**config.mk**
```make
export PLATFORM = sky130hd
export DESIGN_NAME = cache_line_axi_bridge_flat
export DESIGN_NICKNAME = d
export VERILOG_FILES = /design/src/rtl/cache_axi_pkg.sv /design/src/rtl/cache_line_axi_bridge_if.sv /design/src/rtl/cache_line_axi_bridge_writer.sv /design/src/rtl/cache_line_axi_bridge.sv /design/src/flat_wrapper.sv
export SDC_FILE = /design/constraint.sdc
export NUM_CORES = 1
export LEC_CHECK = 0
export CAP_MARGIN = 5
export CORE_AREA = 10 10 192 194
export CTS_CLUSTER_SIZE = 16
export DETAILED_ROUTE_END_ITERATION = 16
export DIE_AREA = 0 0 202 204
export DONT_BUFFER_PORTS = 1
export PLACE_DENSITY = 0.62
export REMOVE_ABC_BUFFERS = 1
export SYNTH_ARGS = -nofsm -noshare
export SYNTH_HDL_FRONTEND = slang
export SYNTH_HIERARCHICAL = 1
export SYNTH_SLANG_ARGS = --single-unit
```
**constraint.sdc**
```tcl
create_clock -name clk -period 6.3 [get_ports clk]
set_clock_uncertainty 0.1 [all_clocks]
set_input_delay 0.315 -clock clk [delete_from_list [all_inputs] [get_ports clk]]
set_output_delay 0.315 -clock clk [all_outputs]
set_load 0.05 [all_outputs]
```
**src/rtl/cache_axi_pkg.sv**
```systemverilog
// rtl/cache_axi_pkg.sv - shared AXI constants, FSM state types and line type for the cache line bridge
package cache_axi_pkg;

  localparam int DCACHE_LINE_WORD = 4;

  localparam logic [1:0] AXI_BURST_INCR = 2'b01;
  localparam logic [2:0] AXI_SIZE_WORD  = 3'b010;
  localparam logic [1:0] AXI_RESP_OKAY  = 2'b00;

  typedef enum logic [1:0] {R_IDLE, R_AR, R_DATA, R_DONE} rd_state_t;
  typedef enum logic [2:0] {W_IDLE, W_AW, W_DATA, W_RESP, W_DONE} wr_state_t;

  typedef logic [DCACHE_LINE_WORD*32-1:0] line_t;

  // Clear the byte-offset-within-line bits of an address.
  function automatic logic [31:0] line_align(input logic [31:0] addr, input int unsigned words);
    logic [31:0] mask;
    mask = 32'(words * 4) - 32'd1;
    return addr & ~mask;
  endfunction

endpackage

```
**src/rtl/cache_line_axi_bridge_if.sv**
```systemverilog
// rtl/cache_line_axi_bridge_if.sv - AXI4 master-side bus bundle between the bridge and the interconnect
interface cache_line_axi_bridge_if;

  logic [3:0]  arid;
  logic [31:0] araddr;
  logic [7:0]  arlen;
  logic [2:0]  arsize;
  logic [1:0]  arburst;
  logic        arvalid;
  logic        arready;

  logic [3:0]  rid;
  logic [31:0] rdata;
  logic [1:0]  rresp;
  logic        rlast;
  logic        rvalid;
  logic        rready;

  logic [3:0]  awid;
  logic [31:0] awaddr;
  logic [7:0]  awlen;
  logic [2:0]  awsize;
  logic [1:0]  awburst;
  logic        awvalid;
  logic        awready;

  logic [31:0] wdata;
  logic [3:0]  wstrb;
  logic        wlast;
  logic        wvalid;
  logic        wready;

  logic [3:0]  bid;
  logic [1:0]  bresp;
  logic        bvalid;
  logic        bready;

  modport master (
    output arid, araddr, arlen, arsize, arburst, arvalid,
    input  arready,
    input  rid, rdata, rresp, rlast, rvalid,
    output rready,
    output awid, awaddr, awlen, awsize, awburst, awvalid,
    input  awready,
    output wdata, wstrb, wlast, wvalid,
    input  wready,
    input  bid, bresp, bvalid,
    output bready
  );

  modport slave (
    input  arid, araddr, arlen, arsize, arburst, arvalid,
    output arready,
    output rid, rdata, rresp, rlast, rvalid,
    input  rready,
    input  awid, awaddr, awlen, awsize, awburst, awvalid,
    output awready,
    input  wdata, wstrb, wlast, wvalid,
    output wready,
    output bid, bresp, bvalid,
    input  bready
  );

endinterface

```
**src/rtl/cache_line_axi_bridge_writer.sv**
```systemverilog
// rtl/cache_line_axi_bridge_writer.sv - axi_line_writer: victim line latch, write FSM and W beat mux
module axi_line_writer
  import cache_axi_pkg::*;
#(
  parameter int         LINE_WORD = DCACHE_LINE_WORD,
  parameter logic [3:0] AXI_ID    = 4'd1
) (
  input  logic                   clk,
  input  logic                   rst,
  input  logic                   wr_req,
  input  logic [31:0]            wr_addr,
  input  logic [LINE_WORD*32-1:0] wr_data,
  output logic                   wr_rdy,
  output logic                   wr_valid,
  output logic                   wr_busy,
  output logic [31:0]            wr_line_addr,
  output logic [3:0]             awid,
  output logic [31:0]            awaddr,
  output logic [7:0]             awlen,
  output logic [2:0]             awsize,
  output logic [1:0]             awburst,
  output logic                   awvalid,
  input  logic                   awready,
  output logic [31:0]            wdata,
  output logic [3:0]             wstrb,
  output logic                   wlast,
  output logic                   wvalid,
  input  logic                   wready,
  input  logic                   bvalid,
  output logic                   bready
);

  localparam int            CW        = $clog2(LINE_WORD);
  localparam logic [CW-1:0] LAST_BEAT = CW'(LINE_WORD - 1);

  wr_state_t               state_q, state_d;
  logic [31:0]             addr_q, addr_d;
  logic [LINE_WORD*32-1:0] line_q, line_d;
  logic [CW-1:0]           beat_q, beat_d;

  // Write engine state, latched address, victim line and beat index.
  always_ff @(posedge clk or posedge rst) begin
    if (rst) begin
      state_q <= W_IDLE;
      addr_q  <= '0;
      line_q  <= '0;
      beat_q  <= '0;
    end else begin
      state_q <= state_d;
      addr_q  <= addr_d;
      line_q  <= line_d;
      beat_q  <= beat_d;
    end
  end

  // Write sequencing: AW first, then beats gated by wready, then wait for B.
  always_comb begin
    state_d  = state_q;
    addr_d   = addr_q;
    line_d   = line_q;
    beat_d   = beat_q;
    wr_rdy   = 1'b0;
    wr_valid = 1'b0;
    awvalid  = 1'b0;
    wvalid   = 1'b0;
    wlast    = 1'b0;
    bready   = 1'b0;
    case (state_q)
      W_IDLE: begin
        wr_rdy = 1'b1;
        if (wr_req) begin
          addr_d  = line_align(wr_addr, LINE_WORD);
          line_d  = wr_data;
          beat_d  = '0;
          state_d = W_AW;
        end
      end
      W_AW: begin
        awvalid = 1'b1;
        if (awready) state_d = W_DATA;
      end
      W_DATA: begin
        wvalid = 1'b1;
        wlast  = (beat_q == LAST_BEAT);
        if (wready) begin
          if (beat_q == LAST_BEAT) state_d = W_RESP;
          else                     beat_d  = beat_q + 1'b1;
        end
      end
      W_RESP: begin
        bready = 1'b1;
        if (bvalid) state_d = W_DONE;
      end
      W_DONE: begin
        wr_valid = 1'b1;
        state_d  = W_IDLE;
      end
      default: state_d = W_IDLE;
    endcase
  end

  // Burst shape fields are only meaningful alongside awvalid/wvalid, so they read 0 otherwise.
  assign awid         = AXI_ID;
  assign awaddr       = addr_q;
  assign awlen        = awvalid ? 8'(LINE_WORD - 1) : 8'd0;
  assign awsize       = awvalid ? AXI_SIZE_WORD : 3'd0;
  assign awburst      = awvalid ? AXI_BURST_INCR : 2'd0;
  assign wdata        = line_q[{beat_q, 5'b0} +: 32];
  assign wstrb        = wvalid ? 4'hF : 4'h0;
  assign wr_busy      = (state_q != W_IDLE);
  assign wr_line_addr = addr_q;

endmodule

```
**src/rtl/cache_line_axi_bridge.sv**
```systemverilog
// rtl/cache_line_axi_bridge.sv - cache line refill/writeback to AXI4 INCR bursts; option CACHE_LINE_AXI_BRIDGE_RAW_BLOCK_EN
module cache_line_axi_bridge
  import cache_axi_pkg::*;
#(
  parameter int         LINE_WORD = DCACHE_LINE_WORD,
  parameter logic [3:0] AXI_ID    = 4'd1
) (
  input  logic                    clk,
  input  logic                    rst,
  input  logic                    rd_req,
  input  logic [31:0]             rd_addr,
  output logic                    rd_rdy,
  output logic                    ret_valid,
  output logic [LINE_WORD*32-1:0] ret_data,
  input  logic                    wr_req,
  input  logic [31:0]             wr_addr,
  input  logic [LINE_WORD*32-1:0] wr_data,
  output logic                    wr_rdy,
  output logic                    wr_valid,
  cache_line_axi_bridge_if.master axi
);

  localparam int            CW        = $clog2(LINE_WORD);
  localparam logic [CW-1:0] LAST_BEAT = CW'(LINE_WORD - 1);

  rd_state_t               rstate_q, rstate_d;
  logic [31:0]             raddr_q, raddr_d;
  logic [LINE_WORD*32-1:0] rbuf_q, rbuf_d;
  logic [CW-1:0]           rbeat_q, rbeat_d;
  logic                    arvalid, rready, raw_block;
  logic                    wr_busy;
  logic [31:0]             wr_line_addr;

`ifdef CACHE_LINE_AXI_BRIDGE_RAW_BLOCK_EN
  // Hold off a refill of the line currently being written back until its B response.
  assign raw_block = wr_busy && rd_req && (line_align(rd_addr, LINE_WORD) == wr_line_addr);
`else
  assign raw_block = 1'b0;
  logic unused_raw;
  assign unused_raw = ^{wr_busy, wr_line_addr};
`endif

  // Response codes and IDs are not acted on; data is delivered regardless.
  logic unused_resp;
  assign unused_resp = ^{axi.rid, axi.rresp, axi.bid, axi.bresp};

  // Read engine state, latched address, line buffer and beat index.
  always_ff @(posedge clk or posedge rst) begin
    if (rst) begin
      rstate_q <= R_IDLE;
      raddr_q  <= '0;
      rbuf_q   <= '0;
      rbeat_q  <= '0;
    end else begin
      rstate_q <= rstate_d;
      raddr_q  <= raddr_d;
      rbuf_q   <= rbuf_d;
      rbeat_q  <= rbeat_d;
    end
  end

  // Read sequencing: AR, collect beats into the line buffer, one-cycle return pulse.
  always_comb begin
    rstate_d  = rstate_q;
    raddr_d   = raddr_q;
    rbuf_d    = rbuf_q;
    rbeat_d   = rbeat_q;
    rd_rdy    = 1'b0;
    arvalid   = 1'b0;
    rready    = 1'b0;
    ret_valid = 1'b0;
    case (rstate_q)
      R_IDLE: begin
        rd_rdy = !raw_block;
        if (rd_req && !raw_block) begin
          raddr_d  = line_align(rd_addr, LINE_WORD);
          rstate_d = R_AR;
        end
      end
      R_AR: begin
        arvalid = 1'b1;
        if (axi.arready) begin
          rbeat_d  = '0;
          rstate_d = R_DATA;
        end
      end
      R_DATA: begin
        rready = 1'b1;
        if (axi.rvalid) begin
          rbuf_d[{rbeat_q, 5'b0} +: 32] = axi.rdata;
          // A missing rlast must not let the counter run past the last word.
          if (axi.rlast || rbeat_q == LAST_BEAT) rstate_d = R_DONE;
          else                                   rbeat_d  = rbeat_q + 1'b1;
        end
      end
      R_DONE: begin
        ret_valid = 1'b1;
        rstate_d  = R_IDLE;
      end
      default: rstate_d = R_IDLE;
    endcase
  end

  assign ret_data    = rbuf_q;
  assign axi.arid    = AXI_ID;
  assign axi.araddr  = raddr_q;
  assign axi.arlen   = arvalid ? 8'(LINE_WORD - 1) : 8'd0;
  assign axi.arsize  = arvalid ? AXI_SIZE_WORD : 3'd0;
  assign axi.arburst = arvalid ? AXI_BURST_INCR : 2'd0;
  assign axi.arvalid = arvalid;
  assign axi.rready  = rready;

  axi_line_writer #(
    .LINE_WORD (LINE_WORD),
    .AXI_ID    (AXI_ID)
  ) u_writer (
    .clk          (clk),
    .rst          (rst),
    .wr_req       (wr_req),
    .wr_addr      (wr_addr),
    .wr_data      (wr_data),
    .wr_rdy       (wr_rdy),
    .wr_valid     (wr_valid),
    .wr_busy      (wr_busy),
    .wr_line_addr (wr_line_addr),
    .awid         (axi.awid),
    .awaddr       (axi.awaddr),
    .awlen        (axi.awlen),
    .awsize       (axi.awsize),
    .awburst      (axi.awburst),
    .awvalid      (axi.awvalid),
    .awready      (axi.awready),
    .wdata        (axi.wdata),
    .wstrb        (axi.wstrb),
    .wlast        (axi.wlast),
    .wvalid       (axi.wvalid),
    .wready       (axi.wready),
    .bvalid       (axi.bvalid),
    .bready       (axi.bready)
  );

endmodule
```
**src/flat_wrapper.sv**
```systemverilog
// flat-port wrapper written by rule: the top's interface ports become plain ports
module cache_line_axi_bridge_flat import cache_axi_pkg::*;
#(
  parameter int         LINE_WORD = DCACHE_LINE_WORD,
  parameter logic [3:0] AXI_ID    = 4'd1
)
  (clk, rst, rd_req, rd_addr, rd_rdy, ret_valid, ret_data, wr_req, wr_addr, wr_data, wr_rdy, wr_valid, axi_arid, axi_araddr, axi_arlen, axi_arsize, axi_arburst, axi_arvalid, axi_arready, axi_rid, axi_rdata, axi_rresp, axi_rlast, axi_rvalid, axi_rready, axi_awid, axi_awaddr, axi_awlen, axi_awsize, axi_awburst, axi_awvalid, axi_awready, axi_wdata, axi_wstrb, axi_wlast, axi_wvalid, axi_wready, axi_bid, axi_bresp, axi_bvalid, axi_bready);
  cache_line_axi_bridge_if axi_i ();
  input  logic clk;
  input  logic rst;
  input  logic rd_req;
  input  logic [31:0] rd_addr;
  output logic rd_rdy;
  output logic ret_valid;
  output logic [LINE_WORD*32-1:0] ret_data;
  input  logic wr_req;
  input  logic [31:0] wr_addr;
  input  logic [LINE_WORD*32-1:0] wr_data;
  output logic wr_rdy;
  output logic wr_valid;
  output wire logic [$bits(axi_i.arid)-1:0] axi_arid;
  output wire logic [$bits(axi_i.araddr)-1:0] axi_araddr;
  output wire logic [$bits(axi_i.arlen)-1:0] axi_arlen;
  output wire logic [$bits(axi_i.arsize)-1:0] axi_arsize;
  output wire logic [$bits(axi_i.arburst)-1:0] axi_arburst;
  output wire logic [$bits(axi_i.arvalid)-1:0] axi_arvalid;
  input wire logic [$bits(axi_i.arready)-1:0] axi_arready;
  input wire logic [$bits(axi_i.rid)-1:0] axi_rid;
  input wire logic [$bits(axi_i.rdata)-1:0] axi_rdata;
  input wire logic [$bits(axi_i.rresp)-1:0] axi_rresp;
  input wire logic [$bits(axi_i.rlast)-1:0] axi_rlast;
  input wire logic [$bits(axi_i.rvalid)-1:0] axi_rvalid;
  output wire logic [$bits(axi_i.rready)-1:0] axi_rready;
  output wire logic [$bits(axi_i.awid)-1:0] axi_awid;
  output wire logic [$bits(axi_i.awaddr)-1:0] axi_awaddr;
  output wire logic [$bits(axi_i.awlen)-1:0] axi_awlen;
  output wire logic [$bits(axi_i.awsize)-1:0] axi_awsize;
  output wire logic [$bits(axi_i.awburst)-1:0] axi_awburst;
  output wire logic [$bits(axi_i.awvalid)-1:0] axi_awvalid;
  input wire logic [$bits(axi_i.awready)-1:0] axi_awready;
  output wire logic [$bits(axi_i.wdata)-1:0] axi_wdata;
  output wire logic [$bits(axi_i.wstrb)-1:0] axi_wstrb;
  output wire logic [$bits(axi_i.wlast)-1:0] axi_wlast;
  output wire logic [$bits(axi_i.wvalid)-1:0] axi_wvalid;
  input wire logic [$bits(axi_i.wready)-1:0] axi_wready;
  input wire logic [$bits(axi_i.bid)-1:0] axi_bid;
  input wire logic [$bits(axi_i.bresp)-1:0] axi_bresp;
  input wire logic [$bits(axi_i.bvalid)-1:0] axi_bvalid;
  output wire logic [$bits(axi_i.bready)-1:0] axi_bready;
  assign axi_arid = axi_i.arid;
  assign axi_araddr = axi_i.araddr;
  assign axi_arlen = axi_i.arlen;
  assign axi_arsize = axi_i.arsize;
  assign axi_arburst = axi_i.arburst;
  assign axi_arvalid = axi_i.arvalid;
  assign axi_i.arready = axi_arready;
  assign axi_i.rid = axi_rid;
  assign axi_i.rdata = axi_rdata;
  assign axi_i.rresp = axi_rresp;
  assign axi_i.rlast = axi_rlast;
  assign axi_i.rvalid = axi_rvalid;
  assign axi_rready = axi_i.rready;
  assign axi_awid = axi_i.awid;
  assign axi_awaddr = axi_i.awaddr;
  assign axi_awlen = axi_i.awlen;
  assign axi_awsize = axi_i.awsize;
  assign axi_awburst = axi_i.awburst;
  assign axi_awvalid = axi_i.awvalid;
  assign axi_i.awready = axi_awready;
  assign axi_wdata = axi_i.wdata;
  assign axi_wstrb = axi_i.wstrb;
  assign axi_wlast = axi_i.wlast;
  assign axi_wvalid = axi_i.wvalid;
  assign axi_i.wready = axi_wready;
  assign axi_i.bid = axi_bid;
  assign axi_i.bresp = axi_bresp;
  assign axi_i.bvalid = axi_bvalid;
  assign axi_bready = axi_i.bready;
  cache_line_axi_bridge #(.LINE_WORD(LINE_WORD), .AXI_ID(AXI_ID)) u_core (.clk(clk), .rst(rst), .rd_req(rd_req), .rd_addr(rd_addr), .rd_rdy(rd_rdy), .ret_valid(ret_valid), .ret_data(ret_data), .wr_req(wr_req), .wr_addr(wr_addr), .wr_data(wr_data), .wr_rdy(wr_rdy), .wr_valid(wr_valid), .axi(axi_i));
endmodule
```
# --- After elaboration in Yosys (flattened, before gate mapping) ---
# Cells that the tools add are included.
classes:
  add_sub_neg: 3
  n_eq_ne: 20
  shifts: 3
  n_mux: 37
  reduce_logical: 12
ops:
  columns: ["cell", "n"]
  rows:
  - ["$bwmux W128", 1]
  - ["$shift A32 B9 Y128 const A", 1]
  - ["$shiftx A128 B8 Y32", 1]
  - ["$shiftx A32 B9 Y128", 1]
  - ["$mux W2", 14]
  - ["$ne A2 B2 Y1 const B", 10]
  - ["$mux W3", 5]
  - ["$mux W1", 12]
  - ["$pmux W3 S4", 1]
  - ["$reduce_and A4 Y1", 3]
  - ["$neg A7 Y9", 1]
  - ["$eq A2 B2 Y1 const B", 4]
  - ["$pmux W2 S2", 2]
  - ["$pmux W2 S4", 1]
  - ["$eq A3 B2 Y1 const B", 2]
  - ["$reduce_and A2 Y1", 3]
  - ["$reduce_and A5 Y1", 1]
  - ["$add A2 B1 Y2 const B", 2]
  - ["$mux W4", 1]
  - ["$reduce_bool A2 Y1", 2]
  - ["$eq A3 B1 Y1 const B", 1]
  - ["$eq A3 B3 Y1 const B", 1]
  - ["$logic_not A3 Y1", 1]
  - ["$eq A2 B1 Y1 const B", 1]
  - ["3 further kinds", 3]
totals:
  regBits: 321
  out_inout_bits: 272
  wordCells: 83

# --- Depth between registers and ports, before layout ---
depth:
  ltp_word: 5
  ltp_mapped: 7
  mapped_depth_nobuf: 5

# --- Cells and area by module ---
# The synthesis kept the hierarchy.
by_module_without_submodules:
  columns: ["mod", "n_inst", "cells_per_inst", "area_each_um2"]
  rows:
  - ["axi_line_writer", 1, 464, 7367.1]
  - ["cache_line_axi_bridge", 1, 412, 6144.6]

# --- Least setup slack after synthesis ---
# No wires, ideal clock.
synth_path:
  path_kind: "register to output"
  from: "register u_core.u_writer.state_q[0]"
  to: "output port axi_awburst[0]"
  arrival_ns: 2.430
  required_time_ns: 5.885
  setup_slack_ns: 3.455
  path_stages_with_launch: 4
  path_cell_list: "dfrtp_1 -> clkbuf_1 -> nor3b_1 -> buf_4"
synth_between:
  elab_chain_len: 3
synth_lines:
  columns: ["element", "line", "text"]
  rows:
  - ["start: declaration", "cache_line_axi_bridge_writer.sv:36", "wr_state_t state_q, state_d;"]
  - ["start signal: assignment", "cache_line_axi_bridge_writer.sv:49", "state_q <= state_d;"]
  - ["$eq A3 B1 Y1", "cache_line_axi_bridge_writer.sv:68", "case (state_q)"]
  - ["$mux W1", "cache_line_axi_bridge_writer.sv:68", null]
  - ["net axi_awvalid", "flat_wrapper.sv:39", "output wire logic [$bits(axi_i.awvalid)-1:0] axi_awvalid;"]
  - ["$mux W1", "cache_line_axi_bridge_writer.sv:107", "assign awburst = awvalid ? AXI_BURST_INCR : 2'd0;"]
  - ["end: declaration", "flat_wrapper.sv:38", "output wire logic [$bits(axi_i.awburst)-1:0] axi_awburst;"]
# The timed path passes the listed nets, and every way through them passes these cells.

# --- Worst setup path in the final report ---
layout_path:
  from: "register u_core.rstate_q[0]"
  to: "register u_core.rbuf_q[98] (netlist: u_core/ret_data[98])"
layout_between:
  elab_chain_len: 2
layout_lines:
  columns: ["element", "line", "text"]
  rows:
  - ["start: declaration", "cache_line_axi_bridge.sv:26", "rd_state_t rstate_q, rstate_d;"]
  - ["start signal: assignment", "cache_line_axi_bridge.sv:55", "rstate_q <= rstate_d;"]
  - ["$eq A2 B2 Y1", "cache_line_axi_bridge.sv:72", "case (rstate_q)"]
  - ["$reduce_and A2 Y1 (no line)", null, null]
  - ["end signal: assignment", "cache_line_axi_bridge.sv:57", "rbuf_q <= rbuf_d;"]
  - ["end: declaration", "cache_line_axi_bridge.sv:28", "logic [LINE_WORD*32-1:0] rbuf_q, rbuf_d;"]
# Every way passes these cells.
# A chain may end at the register's enable or synchronous reset.

==> results.toml <==
[run]
maxCapViolCount = 0

[floorplanning]
coreArea_um2 = 33100
die_area_um2 = 41200
rows = 67
die_h_um = 204
top_level_ports = 518
die-width_um = 202
start_util_pct = 40.1

[detailed_routing]
routed_via_density = 5.29
wirelength_um = 38800
first_pass_iters = 4
num_vias = 8101
ant_nets = 0
post_drt_wl_per_cell_um = 25.3
drc = 0
drt-initial-drc-count = 346

[clocking]
cts-resized-gates = 0
cts_hold_buf = 226
numCtsBuffers = 35
cts.htree.levels = 2
clk_pin_slew_ns = 0.06
clock_sinks = 321
clockBufferDepth = 3
cts_root_buf = "clkbuf_16"
clk_latency_ns = 0.51
cts_setup_buffers = 0
cts_tree = "built"

[global_routing]
grt-ovfl-total = 0
antenna_found_initial = 1
track_usage_pct = 18.1
grt_pass1_wl_um = 58500
grt_pass1_vias = 8849
grt_max_degree = 82

[worst_hold_path]
hold_path.class = "input port to register"

[layout]
fin_nets = 1313
ff_latch_area_um2 = 8040
fill_cells = 2684
drive_gt1_share_pct = 27.9
multi_input_area_um2 = 4630
syn_to_final_growth_pct = 26.4
fin_cells = 1532
postLayoutCellArea_um2 = 16800

[critical_path]
end_kind = "register"
arrival_ns = 3.96
cp-start-kind = "register"
crit_type = "register to register"
required_ns = 6.65
cp_max_fo = 34

[pwr]
cellPowerDensity_nw_per_um2 = 563
switching_share_pct = 45.2
p_clk_share_pct = 20.7
p_seq_share_pct = 46.0
switchingPower_mw = 4.27
irDropWorstVdd_mv = 0.353
p_comb_share_pct = 33.3
p_int_mw = 5.18
leakagePower_nw = 7.31

[logic_synthesis]
netlist_area_um2 = 13300
ys.warnings.count = 6
syn_inst = 844
synth_area_per_cell_um2 = 15.7

[timing]
setup_viol = 0
period_share_pct = 57.3
min_period_ns = 3.61
drv_slew = 0
hold_viol = 0
rsz0062_at_grt = "false"
holdWs_ns = 0.0492
max_freq_ghz = 0.277
slew_headroom_pct = 23.6
tns_ns = 0
tightestPinTransition_ns = 1.14

[placement]
placed_area_um2 = 13400
gp_congestion = 0.745
dp_hpwl_um = 26300
portBuffers = 0
placed_cells = 1241

[status]
status = "finished, final reports clean"
==> layout make-up <==
type / instances / share of cell area [%]
Multi-Input combinational cell: 442 / 27.6
Clock buffer: 56 / 6.05
Tap cell: 448 / 3.34
Inverter: 11 / 0.306
Clock inverter: 7 / 0.440
Sequential cell: 321 / 47.9
Timing Repair Buffer: 245 / 14.4
Antenna cell: 2 / 0.0298
==> power by group through the flow <==
| stage | clock (mW) | combinational [mW] | sequential, mW |
|---|---|---|---|
| final | 1.95 | 3.15 | 4.35 |
| after global routing | 2.09 | 3.33 | 4.45 |
| after CTS | 2.00 | 3.16 | 4.35 |
| after detailed placement | 0 | 3.01 | 4.38 |
| after global placement | 0 | 2.96 | 4.36 |
| after floorplan | 0 | 2.59 | 4.21 |
==> per-stage QoR <==
step	power [mW]	worst slack, ns	utilization, %
floorplan	6.80	-0.0192	-
global placement	7.32	2.66	40.5
detailed placement	7.39	2.65	40.5
CTS	9.51	2.65	50.7
global route	9.87	2.46	50.7
finish	9.45	2.69	50.7
==> path summary, 6_finish.rpt <==
kind                                               to  slack, ns                       start  cells after the start
setup / recovery                  u_core/ret_data[98]       2.69          u_core/rstate_q[0]                      5
hold / removal                      u_core/rbeat_q[1]       0.05                  axi_rvalid                      3
setup reg to reg                  u_core/ret_data[98]       2.69          u_core/rstate_q[0]                      5
hold reg to reg            u_core/u_writer/line_q[85]       0.40  u_core/u_writer/line_q[85]                      1
max in group asynchronous   u_core/u_writer/awaddr[8]       4.14                         rst                      3
min in group asynchronous       u_core/axi.araddr[31]       0.30                         rst                      2
==> placed cells by master (no fill, tap or decap), types with 3 or more instances in the layout <==
cell type	n
nand2_1	5
nor4_4	3
nor2_1	3
a22o_1	128
o211ai_1	5
dlygate4sd3_1	226
buf_4	17
clkbuf_1	15
inv_6	5
clkbuf_8	6
a21oi_1	3
clkbuf_16	35
ha_1	10
conb_1	34
nand3_1	4
mux4_2	32
mux2_2	186
dfrtp_1	319
inv_1	8
==> critical path: stages, from the launching register on <==
cell and delay [ns]:
dfrtp_1 0.42, inv_1 0.10, ha_1 0.77, nand3_2 0.91, nor3_1 1.00, a22o_1 0.23
==> state kept, by name (all words and copies together) (netlist names) <==
name                     flops
u_core/axi.araddr           28
u_core/rbeat_q               2
u_core/ret_data            128
u_core/rstate_q              2
u_core/u_writer/awaddr      28
u_core/u_writer/beat_q       2
u_core/u_writer/line_q     128
u_core/u_writer/state_q      3
==> per-layer routing <==
layer  wire, um  vias to the layer above  track usage (%)
li1           -                     3475                -
met1      14700                     4151             21.4
met2      19000                      430             29.7
met3       4330                       45             7.80
met4        749                        0             4.78
met5          0                        -                0
Note: power is estimated with default switching activity, not from simulation.
